--- src/rtl/controlador_display_pkg.sv ---
// rtl/controlador_display_pkg.sv - shared segment patterns, FSM states and BCD step helper
package controlador_display_pkg;

  localparam logic [6:0] SEG_0     = 7'b0000001;
  localparam logic [6:0] SEG_1     = 7'b1001111;
  localparam logic [6:0] SEG_2     = 7'b0010010;
  localparam logic [6:0] SEG_3     = 7'b0000110;
  localparam logic [6:0] SEG_4     = 7'b1001100;
  localparam logic [6:0] SEG_5     = 7'b0100100;
  localparam logic [6:0] SEG_6     = 7'b0100000;
  localparam logic [6:0] SEG_7     = 7'b0001111;
  localparam logic [6:0] SEG_8     = 7'b0000000;
  localparam logic [6:0] SEG_9     = 7'b0000100;
  localparam logic [6:0] SEG_BLANK = 7'b1111111;

  typedef enum logic [1:0] {
    IDLE  = 2'd0,
    LOAD  = 2'd1,
    SHIFT = 2'd2,
    DONE  = 2'd3
  } estado_t;

  function automatic logic [6:0] codifica_digito(input logic [3:0] d);
    case (d)
      4'd0:    return SEG_0;
      4'd1:    return SEG_1;
      4'd2:    return SEG_2;
      4'd3:    return SEG_3;
      4'd4:    return SEG_4;
      4'd5:    return SEG_5;
      4'd6:    return SEG_6;
      4'd7:    return SEG_7;
      4'd8:    return SEG_8;
      4'd9:    return SEG_9;
      default: return SEG_BLANK;
    endcase
  endfunction

  // One shift-add-3 step over {14-bit BCD, 10-bit binary}; the top BCD digit
  // can only reach 1, so it never needs correcting.
  function automatic logic [23:0] paso_doble_dabble(input logic [23:0] r);
    logic [23:0] t;
    t = r;
    for (int k = 0; k < 3; k++) begin
      if (t[10+4*k +: 4] >= 4'd5) t[10+4*k +: 4] = t[10+4*k +: 4] + 4'd3;
    end
    return {t[22:0], 1'b0};
  endfunction

endpackage

--- src/rtl/controlador_display_conversor.sv ---
// rtl/controlador_display_conversor.sv - sequential 10-bit binary to BCD converter
module conversor_bin_bcd
  import controlador_display_pkg::*;
(
  input  logic        clk_i,
  input  logic        reset_i,
  input  logic        start_i,
  input  logic [9:0]  bin_i,
  output logic        busy_o,
  output logic        done_o,
  output logic [15:0] bcd_o
);

  estado_t     estado_q, estado_d;
  logic [9:0]  bin_q, bin_d;
  logic [23:0] sr_q, sr_d;
  logic [3:0]  cnt_q, cnt_d;

  always_ff @(posedge clk_i) begin
    if (reset_i) begin
      estado_q <= IDLE;
      bin_q    <= '0;
      sr_q     <= '0;
      cnt_q    <= '0;
    end else begin
      estado_q <= estado_d;
      bin_q    <= bin_d;
      sr_q     <= sr_d;
      cnt_q    <= cnt_d;
    end
  end

  always_comb begin
    estado_d = estado_q;
    bin_d    = bin_q;
    sr_d     = sr_q;
    cnt_d    = cnt_q;
    case (estado_q)
      IDLE: begin
        if (start_i) begin
          bin_d    = bin_i;
          estado_d = LOAD;
        end
      end
      LOAD: begin
        sr_d     = {14'd0, bin_q};
        cnt_d    = '0;
        estado_d = SHIFT;
      end
      SHIFT: begin
        sr_d  = paso_doble_dabble(sr_q);
        cnt_d = cnt_q + 4'd1;
        if (cnt_q == 4'd9) estado_d = DONE;
      end
      DONE:    estado_d = IDLE;
      default: estado_d = IDLE;
    endcase
  end

  assign busy_o = (estado_q != IDLE);
  assign done_o = (estado_q == DONE);
  assign bcd_o  = {2'b00, sr_q[23:10]};

endmodule

--- src/rtl/controlador_display.sv ---
// rtl/controlador_display.sv - 4-digit multiplexed 7-segment driver for frequency/current
module controlador_display
  import controlador_display_pkg::*;
#(
  parameter logic [15:0] DIV_REFRESCO = 16'd50000
) (
  input  logic       clk_d,
  input  logic       reset,
  input  logic [7:0] frecuencia,
  input  logic [9:0] corriente,
  input  logic       control,
  output logic [6:0] codificacion,
  output logic [3:0] digito
);

  logic [15:0] presc_q, presc_d;
  logic [1:0]  idx_q, idx_d;
  logic        first_q;
  logic [15:0] disp_q, disp_d;
  logic [6:0]  cod_q, cod_d;
  logic [3:0]  dig_q, dig_d;

  logic        tick, start, busy, done;
  logic [15:0] bcd;
  logic [9:0]  valor_sel;
  logic [3:0]  blank;
  logic [3:0]  nibble;

  assign tick      = (presc_q == DIV_REFRESCO - 16'd1);
  assign start     = (first_q | (tick & (idx_q == 2'd3))) & ~busy;
  assign valor_sel = control ? {2'b00, frecuencia} : corriente;

  conversor_bin_bcd u_conversor (
    .clk_i   (clk_d),
    .reset_i (reset),
    .start_i (start),
    .bin_i   (valor_sel),
    .busy_o  (busy),
    .done_o  (done),
    .bcd_o   (bcd)
  );

  // A digit is blanked only when it and every higher digit are zero.
  assign blank[3] = (disp_q[15:12] == 4'd0);
  assign blank[2] = blank[3] & (disp_q[11:8] == 4'd0);
  assign blank[1] = blank[2] & (disp_q[7:4] == 4'd0);
  assign blank[0] = 1'b0;

  always_comb begin
    presc_d = tick ? 16'd0 : presc_q + 16'd1;
    idx_d   = tick ? idx_q + 2'd1 : idx_q;
    disp_d  = done ? bcd : disp_q;
    nibble  = disp_q[idx_q*4 +: 4];
    cod_d   = blank[idx_q] ? SEG_BLANK : codifica_digito(nibble);
    dig_d   = 4'b0001 << idx_q;
  end

  always_ff @(posedge clk_d) begin
    if (reset) begin
      presc_q <= '0;
      idx_q   <= '0;
      first_q <= 1'b1;
      disp_q  <= '0;
      cod_q   <= SEG_BLANK;
      dig_q   <= 4'b0001;
    end else begin
      presc_q <= presc_d;
      idx_q   <= idx_d;
      first_q <= 1'b0;
      disp_q  <= disp_d;
      cod_q   <= cod_d;
      dig_q   <= dig_d;
    end
  end

  assign codificacion = cod_q;
  assign digito       = dig_q;

endmodule

--- config.mk ---
export PLATFORM = sky130hd
export DESIGN_NAME = controlador_display
export DESIGN_NICKNAME = d
export VERILOG_FILES = /design/src/rtl/controlador_display_pkg.sv /design/src/rtl/controlador_display_conversor.sv /design/src/rtl/controlador_display.sv
export SDC_FILE = /design/constraint.sdc
export NUM_CORES = 1
export LEC_CHECK = 0
export CORE_MARGIN = 4
export CORE_UTILIZATION = 45
export DETAILED_ROUTE_END_ITERATION = 10
export GPL_TIMING_DRIVEN = 0
export PLACE_DENSITY = 0.67
export SLEW_MARGIN = 5
export SYNTH_ARGS = -nofsm -noshare
export SYNTH_HDL_FRONTEND = slang
export SYNTH_SLANG_ARGS = --single-unit
export TNS_END_PERCENT = 10
--- constraint.sdc ---
create_clock -name clk_d -period 2.7 [get_ports clk_d]
set_input_delay 0.54 -clock clk_d [delete_from_list [all_inputs] [get_ports clk_d]]
set_output_delay 0.54 -clock clk_d [all_outputs]
set_load 0.005 [all_outputs]
==> Yosys cells after proc, flatten, opt, wreduce, memory -nomap -nowiden <==
Memory sizes are Yosys's and may differ from the RTL's. A register that Yosys moved wholly into a read port is not among the register bits.
Index checks and enable logic that the tools add are counted.
{ "op_classes": {"n_addsub": 6, "n_mul": 0, "n_div": 0, "magnitude_cmp": 4, "n_eq_ne": 8, "shift": 2, "muxes": 12, "bitwise_logic": 6, "n_reduce_logical": 10} }
{ "op_table": {"columns": ["cell", "n"], "rows": [
  ["$pmux 24 s2", 1],
  ["$add 16x1->16 const B", 1],
  ["$eq 16x16->1 const B", 1],
  ["$shiftx 16x5->4", 1],
  ["$add 4x2->4 const B", 3],
  ["$ge 4x3->1 const B", 3],
  ["$logic_not 4->1", 3],
  ["$mux 4", 3],
  ["$mux 10", 1],
  ["$pmux 2 s4", 1],
  ["$pmux 4 s2", 1],
  ["$eq 2x2->1 const B", 3],
  ["$add 4x1->4 const B", 1],
  ["$and 1x1->1", 4],
  ["$eq 4x4->1 const B", 1],
  ["$mux 2", 2],
  ["$reduce_and 2->1", 2],
  ["$reduce_bool 2->1", 2],
  ["$reduce_or 2->1", 2],
  ["$shl 1x2->4 const A", 1],
  ["$lt 2x3->1 const B", 1],
  ["$add 2x1->2 const B", 1],
  ["$bmux 1 s2", 1],
  ["$eq 2x1->1 const B", 1],
  ["other kinds (6)", 7]
]} }
{ "word_totals": {"register_bits": 77, "latchBits": 0, "mem_bits_rw": 0, "mem_bits_ro": 112, "inputBits": 21, "output_inout_bits": 11, "wordCells": 58, "n_memories": 1} }
{ "mem_list": {"columns": ["name", "words", "width", "rd", "rd_ports_with_merged_regs", "write_ports", "line_no", "rtl"], "rows": [
  ["(name not given)", 16, 7, 1, 1, 0, "controlador_display_pkg.sv:24", "case (d)"]
]} }

==> Logic depth before layout (Yosys ltp) <==
{ "logic_depth": {"ltp_word": 6, "ltp_mapped": 9, "mapped_depth_nobuf": 8} }

==> Cells and area by module <==
Synthesis repeated with hierarchy kept, for this count alone.
{ "hier_totals": {"cells_unflattened": 461, "area_unflattened_um2": 4207.8} }
{ "by_module_without_submodules": {"columns": ["mod", "n_inst", "cells_each", "area_per_inst_um2", "seq_area_each_um2"], "rows": [
  ["controlador_display", 1, 222, 2157.1, 920.9],
  ["conversor_bin_bcd", 1, 239, 2050.7, 800.8]
]} }

==> Least setup slack after synthesis <==
Ideal clock, no wire load.
{ "synth_path": {"path_kind": "flip-flop to flip-flop", "from": "register idx_q[0]", "to": "register cod_q[0] (netlist: codificacion[0])", "setup_ps": 137, "arrival_ps": 1858, "path_slack_ps": 705, "stages_incl_launch_ff": 9, "synth_period_minus_slack_ps": 1995, "path_cell_list": "dfxtp_1 -> buf_2 -> mux2_2 -> a21oi_1 -> inv_1 -> ha_1 -> nand2b_1 -> a21oi_1 -> o21ai_0"} }
{ "synth_via": {"elab_chain_cells": 3, "elab_cells_between_ends": 4, "classes_between": "shift: 1; mux: 2; reduce/logical: 1"} }
{ "synth_rtl": {"columns": ["item", "line_no", "rtl"], "rows": [
  ["start: declaration", "controlador_display.sv:17", "logic [1:0] idx_q, idx_d;"],
  ["start signal: assignment", "controlador_display.sv:68", "idx_q <= idx_d;"],
  ["branches (longest 3 deep; another with $shiftx 16x5->4)", null, null],
  ["end: declaration", "controlador_display.sv:20", "logic [6:0] cod_q, cod_d;"]
]} }
Parallel ways; which one is timed is not known. The select of a mux whose other input is x is not followed.
A chain may end at the register's enable or synchronous reset.

==> Final worst setup path <==
{ "layout_path": {"from": "register idx_q[0]", "to": "register cod_q[1] (netlist: codificacion[1])"} }
The elaborated chain is that of the path after synthesis.

==> flow_metrics.py <==
metrics = {
    "status": {
        "status": "complete, no violations",
    },
    "floorplanning": {
        "dieArea_um2": 10200,
        "core.rowCount": 33,
        "die_x_um": 101,
        "core_area_um2": 8340,
        "io_pins": 32,
        "start_util": 0.469,
        "fp.dieH_um": 101,
    },
    "power": {
        "pwr-share-seq": 0.461,
        "pwr-share-clk": 0.282,
        "p_sw_uw": 938,
        "ir_worst_vdd_uv": 395,
        "internal_power_uw": 2100,
        "power_density_nw_per_um2": 672,
        "p_leak_uw": 0.00160,
        "share_comb_of_total_power": 0.257,
        "swShare": 0.308,
    },
    "clocking": {
        "htreeDepth": 3,
        "path_clk_slew_ps": 70,
        "root_buffer": "clkbuf_8",
        "postCtsHoldBufs": 0,
        "worstSkewPairLatency_ps": 350,
        "cts_resized": 0,
        "cts_buffer_depth": 2,
        "cts_sinks": 84,
        "cts_buffers": 9,
        "post_cts_buffers": 0,
        "tritoncts": "done",
    },
    "layout": {
        "fin_cells": 570,
        "nets": 502,
        "drive_gt1_frac": 0.0817,
        "fillCellCount": 802,
        "syn_to_final_growth_pct": 15.7,
        "n_antenna_cell": 0,
    },
    "drt": {
        "wl_per_cell_um": 13.3,
        "ant_nets": 0,
        "drc_errors": 0,
        "avgViaCountPerCell": 5.21,
        "drt_iter0_markers": 101,
        "via_count": 2969,
        "first_pass_iters": 4,
        "wirelength_mm": 7.55,
    },
    "critical_path": {
        "cp-endpoint": "codificacion[1]",
        "crit_type": "reg2reg",
        "arrival_ps": 2430,
        "timing.rr.end": "codificacion[1]",
        "cp_common_cell": "a21oi_1",
        "rrSetupSlack_ps": 480,
        "setup.worst_path.start": "idx_q[0]",
        "path_cells": "buf_2 -> mux2_2 -> a21oi_1 -> inv_1 -> ha_1 -> nand2b_1 -> a21oi_1 -> o21ai_0",
        "critPathCaptureType": "flip-flop",
        "crit_slowest_cell": "a21oi_1",
        "startpoint_type": "flip-flop",
        "reg2reg_from": "idx_q[0]",
        "crit_path_max_incr_delay_ps": 400,
        "timing.reg2reg.worst_path_depth": 8,
        "cp_max_fo": 10,
        "required_ps": 2910,
    },
    "place": {
        "gp_congestion": 0.855,
        "dp_hpwl_mm": 5.44,
        "placedCellCount": 555,
        "place_ws_ps": 450,
        "port_buffers": 30,
    },
    "logic_synthesis": {
        "syn-num-nets": 461,
        "synth_edf_count": 0,
        "yosysWarningCount": 0,
        "ys.flop_type": "dfxtp_1",
        "post_synth.cell_area_avg_um2": 9.31,
        "ys_seq_elements": 84,
        "async_flop_share": 0,
        "yosysUniqueCellTypes": 45,
        "yosysSeqAreaShare": 0.430,
        "synth_area_um2": 3910,
        "synthCells": 420,
    },
    "global_routing": {
        "grt_pass1_vias": 2968,
        "grt_max_degree": 13,
        "antenna_found_initial": 0,
        "overflow": 0,
        "grt_usage": 0.158,
        "grt_pass1_wl_mm": 13.2,
    },
    "sta": {
        "setup_violations": 0,
        "maxSlewHeadroom": 0.523,
        "tns_ps": 0,
        "worst_pin_slew_ps": 716,
        "post-route-period-util": 0.821,
        "timing.final.max_slew_violations": 0,
        "finClkSkew_ps": 9.35,
        "rsz0062_at_grt": "no",
        "post-route-min-period_ps": 2220,
        "max_freq_mhz": 451,
        "hold_viol": 0,
        "setup_slack_ps": 484,
    },
    "hold_path": {
        "holdCritPathClass": "reg2reg",
    },
    "flow_run": {
        "cap_violations": 0,
    },
}
worst max-delay path: cells and delay by family (launching register included):
kind | cells | cell delay, ps
compound gates | 3 | 610
fa+ha+maj | 1 | 210
buf+inv | 2 | 380
flops | 1 | 370
mux | 1 | 360
simple gates | 1 | 150
sequential cells by signal, summed over array words and instances, names as in the netlist:
register,count
u_conversor.sr_q,24
presc_q,16
disp_q,14
u_conversor.bin_q,10
codificacion,7
digito,4
u_conversor.cnt_q,4
idx_q,2
u_conversor.estado_q,2
first_q,1
kinds of logic (layout without fill, tap and decap cells):
family                     after synthesis  count (layout)  synth area share
and+or+nand+nor                        144             144             0.172
AOI/OAI and AO/OA                       71              71             0.131
adders and majority gates               20              20            0.0640
muxes                                   41              41             0.110
buffers and inverters                   40              85            0.0483
DFF                                     84              84             0.430
xor gates and xnor gates                20              20            0.0448
metrics by stage:
step | util | hold WS, ps | total power [uW] | cell area (um2)
global route | 0.543 | 479 | 3240 | 4530
floorplan | - | 417 | 2010 | 3910
CTS | 0.543 | 453 | 3070 | 4530
finish | 0.543 | 455 | 3040 | 4530
detailed placement | 0.521 | 438 | 2220 | 4340
global placement | 0.521 | 430 | 2200 | 4340
power groups by stage:
stage / registers [uW] / clock network (uW) / logic [uW]
after floorplan: 1420 / 0 / 590
after global placement: 1430 / 0 / 767
after detailed placement: 1430 / 0 / 786
after CTS: 1400 / 879 / 791
after global routing: 1420 / 931 / 890
final: 1400 / 857 / 781
placed cells by master (no fill, tap or decap), types with 7 or more instances in the layout:
master	count
nand2b_1	7
nor3_1	11
dfxtp_1	84
a211oi_1	10
a21oi_1	20
a211oi_2	8
nand2_1	19
inv_1	18
clkbuf_1	14
xnor2_1	10
nor2_1	78
o21ai_0	10
clkbuf_8	10
ha_1	20
mux2i_1	35
clkdlybuf4s50_1	30
xor2_1	10
cells in the mapped netlist, types with 2 or more instances:
cell type	number	area, um2
o2bb2ai_1	2	17.5
o31ai_1	3	22.5
mux2i_1	35	350
buf_6	3	33.8
a32oi_1	6	52.6
nor2b_1	2	12.5
a21oi_1	20	100
inv_1	18	67.6
a211oi_2	8	100
mux2_2	5	56.3
clkbuf_1	11	41.3
ha_1	20	250
nand3b_1	3	22.5
nand3_1	6	30.0
nand2_1	19	71.3
buf_1	5	18.8
nor4_1	2	12.5
o21ai_0	10	50.1
nor2_1	78	293
dfxtp_1	84	1680
a2bb2oi_1	5	43.8
xor2_1	10	87.6
a211oi_1	10	75.1
a22oi_1	3	22.5
nand2b_1	7	43.8
nand4_1	4	25.0
nor3_1	11	55.1
xnor2_1	10	87.6
and3_1	2	12.5
or3_1	3	18.8
worst min-delay path by stage:
stage,start,endpoint,slack (ps),cells after the start
finish,presc_q[0],presc_q[0],450,1
global route,presc_q[0],presc_q[0],480,1
CTS,presc_q[0],presc_q[0],450,1
detailed placement,presc_q[0],presc_q[0],440,1
global placement,presc_q[0],presc_q[0],430,1
floorplan,presc_q[0],presc_q[0],420,1
layout make-up:
cell class	instances	area (um2)	share of cell area
clock buffer	13	149	0.0329
multi-input combinational	296	2040	0.451
sequential	84	1680	0.372
buffer	22	121	0.0268
clock inverter	2	35.0	0.00774
inverter	18	67.6	0.0149
tap	105	131	0.0290
timing repair buffer	30	300	0.0664
metal layers:
metal | vias up | GRT usage | share of wire
met5 | - | 0 | 0
met4 | 0 | 0.0389 | 0.012
met3 | 9 | 0.0413 | 0.041
met2 | 45 | 0.264 | 0.47
met1 | 1379 | 0.203 | 0.48
li1 | 1536 | - | -
Power figures use the tool's default switching activity.
